`src/rtl/jedro_1_shift_cmp_unit.sv`:
```
// -----------------------------------------------------------------------------
// jedro_1_shift_cmp_unit
//
// Registered shift-and-compare execution unit for the jedro_1 RV32I core.
// Computes SLL, SRL, SRA and SLT (plus SLTU when enabled) on two 32-bit
// operands. The result mux is purely combinational. Only the result and
// its valid strobe are registered, so the latency is exactly one cycle.
//
// Configuration macro:
//   JEDRO_1_SHCMP_SLTU_EN  - when defined, builds the unsigned comparator and
//                            op 3'b011 returns SLTU. When undefined, 3'b011 is
//                            a reserved code and returns 32'h0.
//
// Parameters:
//   DATA_WIDTH   operand/result width. Only 32 is supported, because the
//                shifters are fixed at five stages (shift amount opb_i[4:0]).
//
// Ports:
//   clk_i    in   1   clock, rising-edge active
//   rst_i    in   1   synchronous active-high reset
//   valid_i  in   1   operation issue strobe
//   op_i     in   3   000 SLL, 001 SRL, 101 SRA, 010 SLT, 011 SLTU, rest reserved
//   opa_i    in   32  operand A (value shifted / compare left-hand side)
//   opb_i    in   32  operand B (shift amount in [4:0] / compare right-hand side)
//   res_o    out  32  registered result
//   valid_o  out  1   res_o was updated by the previous cycle's issue
// -----------------------------------------------------------------------------
module jedro_1_shift_cmp_unit #(
  parameter int DATA_WIDTH = 32
) (
  input  logic                  clk_i,
  input  logic                  rst_i,
  input  logic                  valid_i,
  input  logic [2:0]            op_i,
  input  logic [DATA_WIDTH-1:0] opa_i,
  input  logic [DATA_WIDTH-1:0] opb_i,
  output logic [DATA_WIDTH-1:0] res_o,
  output logic                  valid_o
);

  localparam int NUM_STAGES = 5;

  localparam logic [2:0] OP_SLL  = 3'b000;
  localparam logic [2:0] OP_SRL  = 3'b001;
  localparam logic [2:0] OP_SRA  = 3'b101;
  localparam logic [2:0] OP_SLT  = 3'b010;
  localparam logic [2:0] OP_SLTU = 3'b011;

  // ---------------------------------------------------------------------------
  // Barrel shifters: stage gi shifts by 2**gi when opb_i[gi] is set.
  // Stage 0 of each array is the unshifted operand.
  // ---------------------------------------------------------------------------
  logic [DATA_WIDTH-1:0] sll_stage [NUM_STAGES+1];
  logic [DATA_WIDTH-1:0] sr_stage  [NUM_STAGES+1];
  logic                  sr_fill;

  // op_i[2] distinguishes SRA from SRL; the fill bit is the sign of A for SRA.
  assign sr_fill     = op_i[2] & opa_i[DATA_WIDTH-1];
  assign sll_stage[0] = opa_i;
  assign sr_stage[0]  = opa_i;

  generate
    for (genvar gi = 0; gi < NUM_STAGES; gi++) begin : g_shift_stage
      localparam int SH = 1 << gi;

      assign sll_stage[gi+1] = opb_i[gi]
                             ? {sll_stage[gi][DATA_WIDTH-1-SH:0], {SH{1'b0}}}
                             : sll_stage[gi];

      assign sr_stage[gi+1]  = opb_i[gi]
                             ? {{SH{sr_fill}}, sr_stage[gi][DATA_WIDTH-1:SH]}
                             : sr_stage[gi];
    end
  endgenerate

  // ---------------------------------------------------------------------------
  // Signed less-than: differing signs are decided by A's sign bit alone;
  // equal signs reduce to an unsigned compare of the remaining bits.
  // ---------------------------------------------------------------------------
  logic slt_bit;
  logic sign_differs;

  assign sign_differs = opa_i[DATA_WIDTH-1] ^ opb_i[DATA_WIDTH-1];
  assign slt_bit      = sign_differs ? opa_i[DATA_WIDTH-1]
                                     : (opa_i[DATA_WIDTH-2:0] < opb_i[DATA_WIDTH-2:0]);

`ifdef JEDRO_1_SHCMP_SLTU_EN
  logic sltu_bit;
  assign sltu_bit = (opa_i < opb_i);
`endif

  // ---------------------------------------------------------------------------
  // Result mux (combinational)
  // ---------------------------------------------------------------------------
  logic [DATA_WIDTH-1:0] res_next;
  logic                  valid_next;

  always_comb begin
    res_next = '0;
    unique case (op_i)
      OP_SLL:  res_next = sll_stage[NUM_STAGES];
      OP_SRL,
      OP_SRA:  res_next = sr_stage[NUM_STAGES];
      OP_SLT:  res_next = {{(DATA_WIDTH-1){1'b0}}, slt_bit};
`ifdef JEDRO_1_SHCMP_SLTU_EN
      OP_SLTU: res_next = {{(DATA_WIDTH-1){1'b0}}, sltu_bit};
`else
      OP_SLTU: res_next = '0;
`endif
      default: res_next = '0;
    endcase
  end

  assign valid_next = valid_i;

  // ---------------------------------------------------------------------------
  // Output register. The result holds across idle cycles; valid is a
  // single-cycle strobe that follows the issue by one edge.
  // ---------------------------------------------------------------------------
  logic [DATA_WIDTH-1:0] res_reg;
  logic                  valid_reg;

  always_ff @(posedge clk_i) begin
    if (rst_i) begin
      res_reg   <= '0;
      valid_reg <= 1'b0;
    end else begin
      valid_reg <= valid_next;
      if (valid_i) begin
        res_reg <= res_next;
      end
    end
  end

  assign res_o   = res_reg;
  assign valid_o = valid_reg;

endmodule

```
`config.mk`:
```
export PLATFORM = sky130hd
export DESIGN_NAME = jedro_1_shift_cmp_unit
export DESIGN_NICKNAME = d
export VERILOG_FILES = /design/src/rtl/jedro_1_shift_cmp_unit.sv
export SDC_FILE = /design/constraint.sdc
export NUM_CORES = 1
export LEC_CHECK = 0
export BUFFER_PORTS_ARGS = -buffer_cell sky130_fd_sc_hd__clkbuf_2
export CAP_MARGIN = 30
export CORE_MARGIN = 1.5
export CORE_UTILIZATION = 38
export DETAILED_ROUTE_END_ITERATION = 12
export PLACE_DENSITY = 0.64
export SYNTH_ARGS = -nofsm -noshare
export SYNTH_HDL_FRONTEND = slang
export SYNTH_SLANG_ARGS = --single-unit
```
`constraint.sdc`:
```
create_clock -name clk_i -period 3.25 [get_ports clk_i]
set_input_delay 0.325 -clock clk_i [delete_from_list [all_inputs] [get_ports clk_i]]
set_output_delay 0.325 -clock clk_i [all_outputs]
set_load 0.01 [all_outputs]
```
==> results summary <==
The run finished with clean final reports. In this run the clock root is driven by a sky130_fd_sc_hd__clkbuf_16. Counting along the longest clock path gives a buffer depth of 2. The startpoint kind of the worst setup timing path is a primary input.

After synthesis, flip-flops and latches occupy 12.3% of the total area. At the pin with the least slew margin, the transition time is 1.08 ns. From synthesis to final layout, the design area changed by 15.6%. The count of input and output buffers came out at 102. The logic gate share of total power came out at 45.8%. The number of cell rows is 43. Walking the worst path, the cells encountered are buf_4 -> buf_4 -> mux2_2 -> mux2_2 -> mux2i_1 -> a2111oi_0 -> a211oi_1 -> a211oi_1. The worst clock skew on the final layout is 0 ns. The count of flip-flops with a built-in enable after synthesis came out at 0. The slowest stage of the critical path belongs to the cell sky130_fd_sc_hd__a2111oi_0. The worst supply voltage drop on vdd came out at 0.173 mV. The clock latency reported for the late side of the worst-skew pair is ~0.29 ns.

The final core area utilization came out at 44.9%. The number of buffer and inverter stages on the critical path is 2. The net switching fraction of the power is 39.8%. The path class of the tightest hold or removal check is primary input to register. Data on the critical path is required at its endpoint by about 3.5 ns.

The worst setup path is of the primary input to register kind. The maximum clock frequency is 378 MHz. TritonCTS built the clock tree.

In the final timing run, aggregate negative setup slack is 0 ns. Wires add up to between 20000 and 25000 um. In the final layout, the share of cells above drive strength 1 is 26.7%.

Measured along the y axis, the die boundary spans 122 um. The internal power contribution is 1.05 mW. Once detailed placement completed, the half-perimeter wirelength came to between 15000 and 20000 um. For this design the static power due to leakage is 2.78 nW. Before antenna repair, the detailed router went through 5 iterations. The portion of total power attributed to sequential cells is approximately 24%. The starting DRC count in detailed routing is 663. The count of cell types in the netlist is 63.

The smallest setup slack after layout came out at 0.602 ns. The global-route wire length before repair is 33700 um. The clock tree synthesis step divided the H-tree into 2 levels. The congestion estimate from routability-driven global placement came to 1.02. The floorplan core area is ~14000 sq um. The clock network fraction of design power is between 30% and 40%. The count of boundary I/O pins came out at 103. The full die area is 14900 sq um. The largest net degree at the start of global routing came out at 48. The setup slack after placement came out at around 0.35 ns.

The number of buffers inserted to repair setup after CTS came out at 0. The final non-filler cell area came out at just over 6000 sq um. For this run, asynchronously set or reset flops after synthesis account for 0%. Grouping stages by cell kind, the critical path spends the most delay in compound AO/OA/AOI/OAI gates. The most used flip-flop cell after synthesis is sky130_fd_sc_hd__dfxtp_1.

The sort of element at the end of the critical path is a register. The worst path arrival time is between 2 and 3 ns. The final setup violation count is 0.

The number of nets in the layout is 840. The final max-slew violation count came to 0. The power per unit of standard cell area is 281 nW/um^2.

The die outline width is between 100 and 150 um. The number of antenna diodes in the final layout is 0. In this design, the stage delay of the slowest critical-path cell is 0.78 ns. The total routing resource utilization after global routing came out at 29.7%. The final count of hold timing violations came to 0. The post-detailed-route via-to-cell ratio came out at roughly 6.6. The maximum fanout count along the critical path came out at 43.

The final route contains 6048 vias. The number of instances resized during post-cts repair is 0. The total congestion overflow after global routing is 0. In the routed design, unresolved DRC markers number 0. The placed standard-cell area is just over 6000 sq um. Subtracting the final worst setup slack from the clock period gives 2.65 ns. The number of global-route vias before repair was 5559.

In the synthesized netlist, the number of instances is approximately 660. The starting utilization of the core area is 38.9%. The number of nets in the synthesized netlist is roughly 760.

The TritonCTS sink count came out at 33. The worst relative slew slack came out at 26.9%. For this design the total switching power over the nets is 694 uW. The final critical path takes up 81.5% of the cycle. Dividing the detail-routed wire length by the instance count gives 24.1 um. Setup repair after global routing left no endpoint under its margin.

Dividing the synthesized area by the synthesized cell count gives 8.21 sq um. Once detail routing completed, the nets flagged for antenna violations numbered 0. The number of buffers added to fix hold violations after cts came out at 0.

The clock-pin slew on the worst setup and hold paths is 0.06 ns. The Yosys step of the flow raised 0 warnings. The cell area after synthesis is 5380 sq um. The synthesis-stage register bit count is 33. The count of maximum capacitance violations came out at 0. The initial antenna violation count is 0. Buffers inserted during clock tree synthesis total 5.
-- registers in the layout (all words and copies together) (netlist names) --
| register | cells |
|---|---|
| res_o | 32 |
| valid_o | 1 |
-- metal layers --
metal  share of wire [%]  global-route usage (%)  wire length (um)
met5                   0                       0                 0
met4                 3.7                    11.3               810
met3                 8.8                    4.49              1950
met2                  45                    46.9              9940
met1                  43                    41.0              9460
-- placed cells by master, fill, tap and decap left out, types with 3 or more instances in the layout --
cell	n
sky130_fd_sc_hd__clkbuf_2	101
sky130_fd_sc_hd__nor2_1	67
sky130_fd_sc_hd__nand2_1	65
sky130_fd_sc_hd__mux2i_1	64
sky130_fd_sc_hd__a21oi_1	39
sky130_fd_sc_hd__inv_1	36
sky130_fd_sc_hd__o21ai_0	35
sky130_fd_sc_hd__dfxtp_1	33
sky130_fd_sc_hd__mux2_2	32
sky130_fd_sc_hd__ha_1	30
sky130_fd_sc_hd__mux4_2	25
sky130_fd_sc_hd__buf_4	22
sky130_fd_sc_hd__a211oi_1	18
sky130_fd_sc_hd__o22ai_1	14
sky130_fd_sc_hd__o211ai_1	13
sky130_fd_sc_hd__nor3_1	11
sky130_fd_sc_hd__mux4_1	9
sky130_fd_sc_hd__nand3_1	9
sky130_fd_sc_hd__a221oi_1	9
sky130_fd_sc_hd__o221ai_1	8
sky130_fd_sc_hd__o21a_1	7
sky130_fd_sc_hd__nor2b_1	7
sky130_fd_sc_hd__and2_1	6
sky130_fd_sc_hd__a221o_1	6
sky130_fd_sc_hd__a21o_1	6
sky130_fd_sc_hd__and3_1	5
sky130_fd_sc_hd__a32oi_1	5
sky130_fd_sc_hd__clkbuf_16	5
sky130_fd_sc_hd__nand4_1	4
sky130_fd_sc_hd__or3_1	3
sky130_fd_sc_hd__a2111oi_0	3
sky130_fd_sc_hd__a211o_1	3
sky130_fd_sc_hd__o31a_1	3
-- layout make-up --
cell class / instances / area, sq um
sequential: 33 / 661
tap: 180 / 225
timing repair buffer: 126 / 722
fill: 1411 / 7610
clock buffer: 7 / 153
inverter: 38 / 143
clock inverter: 1 / 5.00
multi-input combinational: 536 / 4300
-- Yosys cell counts (all sizes together), types with 3 or more instances --
cell / instances / area (sq um)
a221o: 6 / 60.1
o211ai: 13 / 97.6
nand3: 9 / 45.0
ha: 30 / 375
dfxtp: 33 / 661
a2111oi: 4 / 41.3
nand4: 4 / 25.0
mux4: 34 / 800
o31a: 3 / 26.3
o22ai: 14 / 87.6
mux2i: 64 / 641
o21a: 7 / 52.6
nor3: 11 / 55.1
a211oi: 18 / 135
a221oi: 9 / 78.8
o21ai: 35 / 175
clkbuf: 19 / 71.3
inv: 37 / 139
a21oi: 39 / 195
a21o: 6 / 45.0
a211o: 3 / 26.3
and3: 5 / 31.3
a32oi: 5 / 43.8
nand2: 65 / 244
or3: 3 / 18.8
and2: 6 / 37.5
nor2: 68 / 258
buf: 29 / 196
nor2b: 7 / 43.8
mux2: 32 / 360
o221ai: 8 / 70.1
-- power by group through the flow --
stage / Sequential (mW) / Combinational, mW / Clock [mW]
floorplan: 0.432 / 0.493 / 0
global placement: 0.428 / 0.766 / 0
detailed placement: 0.429 / 0.773 / 0
CTS: 0.420 / 0.777 / 0.522
global route: 0.421 / 0.851 / 0.541
finish: 0.420 / 0.798 / 0.525
-- final timing paths --
path / from / endpoint / slack [ns] / cells past startpoint
hold reg to reg: res_o[13] / res_o[13] / 0.47 / 1
setup / recovery: opb_i[0] / res_o[1] / 0.60 / 8
setup reg to reg: res_o[0] / res_o[0] / 1.61 / 4
hold / removal: valid_i / valid_o / 0.38 / 2
-- worst reg2reg max path, stage by stage, from the launching register on --
cell	delay, ns
sky130_fd_sc_hd__dfxtp_1	0.31
sky130_fd_sc_hd__nand2_1	0.20
sky130_fd_sc_hd__o311ai_0	0.41
sky130_fd_sc_hd__a2111oi_2	0.45
sky130_fd_sc_hd__a221oi_1	0.13
-- metrics by stage --
| stage | hold slack, ns | std cells | total power, mW |
|---|---|---|---|
| global route | 0.400 | 921 | 1.81 |
| floorplan | 0.492 | 655 | 0.925 |
| finish | 0.381 | 921 | 1.74 |
| CTS | 0.381 | 921 | 1.72 |
| global placement | 0.446 | 912 | 1.19 |
| detailed placement | 0.452 | 913 | 1.20 |
-- cells by family (layout without fill, tap and decap cells) --
group | after synthesis | count (layout) | share of synthesized area [%]
AO/OA/AOI/OAI | 191 | 191 | 24.5
AND/OR/NAND/NOR | 185 | 185 | 15.1
multiplexers | 130 | 130 | 33.5
buffers and inverters | 86 | 172 | 7.64
flip-flops | 33 | 33 | 12.3
adder cells (fa/ha/maj) | 30 | 30 | 6.98
No activity file was read; power rests on OpenSTA's default activity.
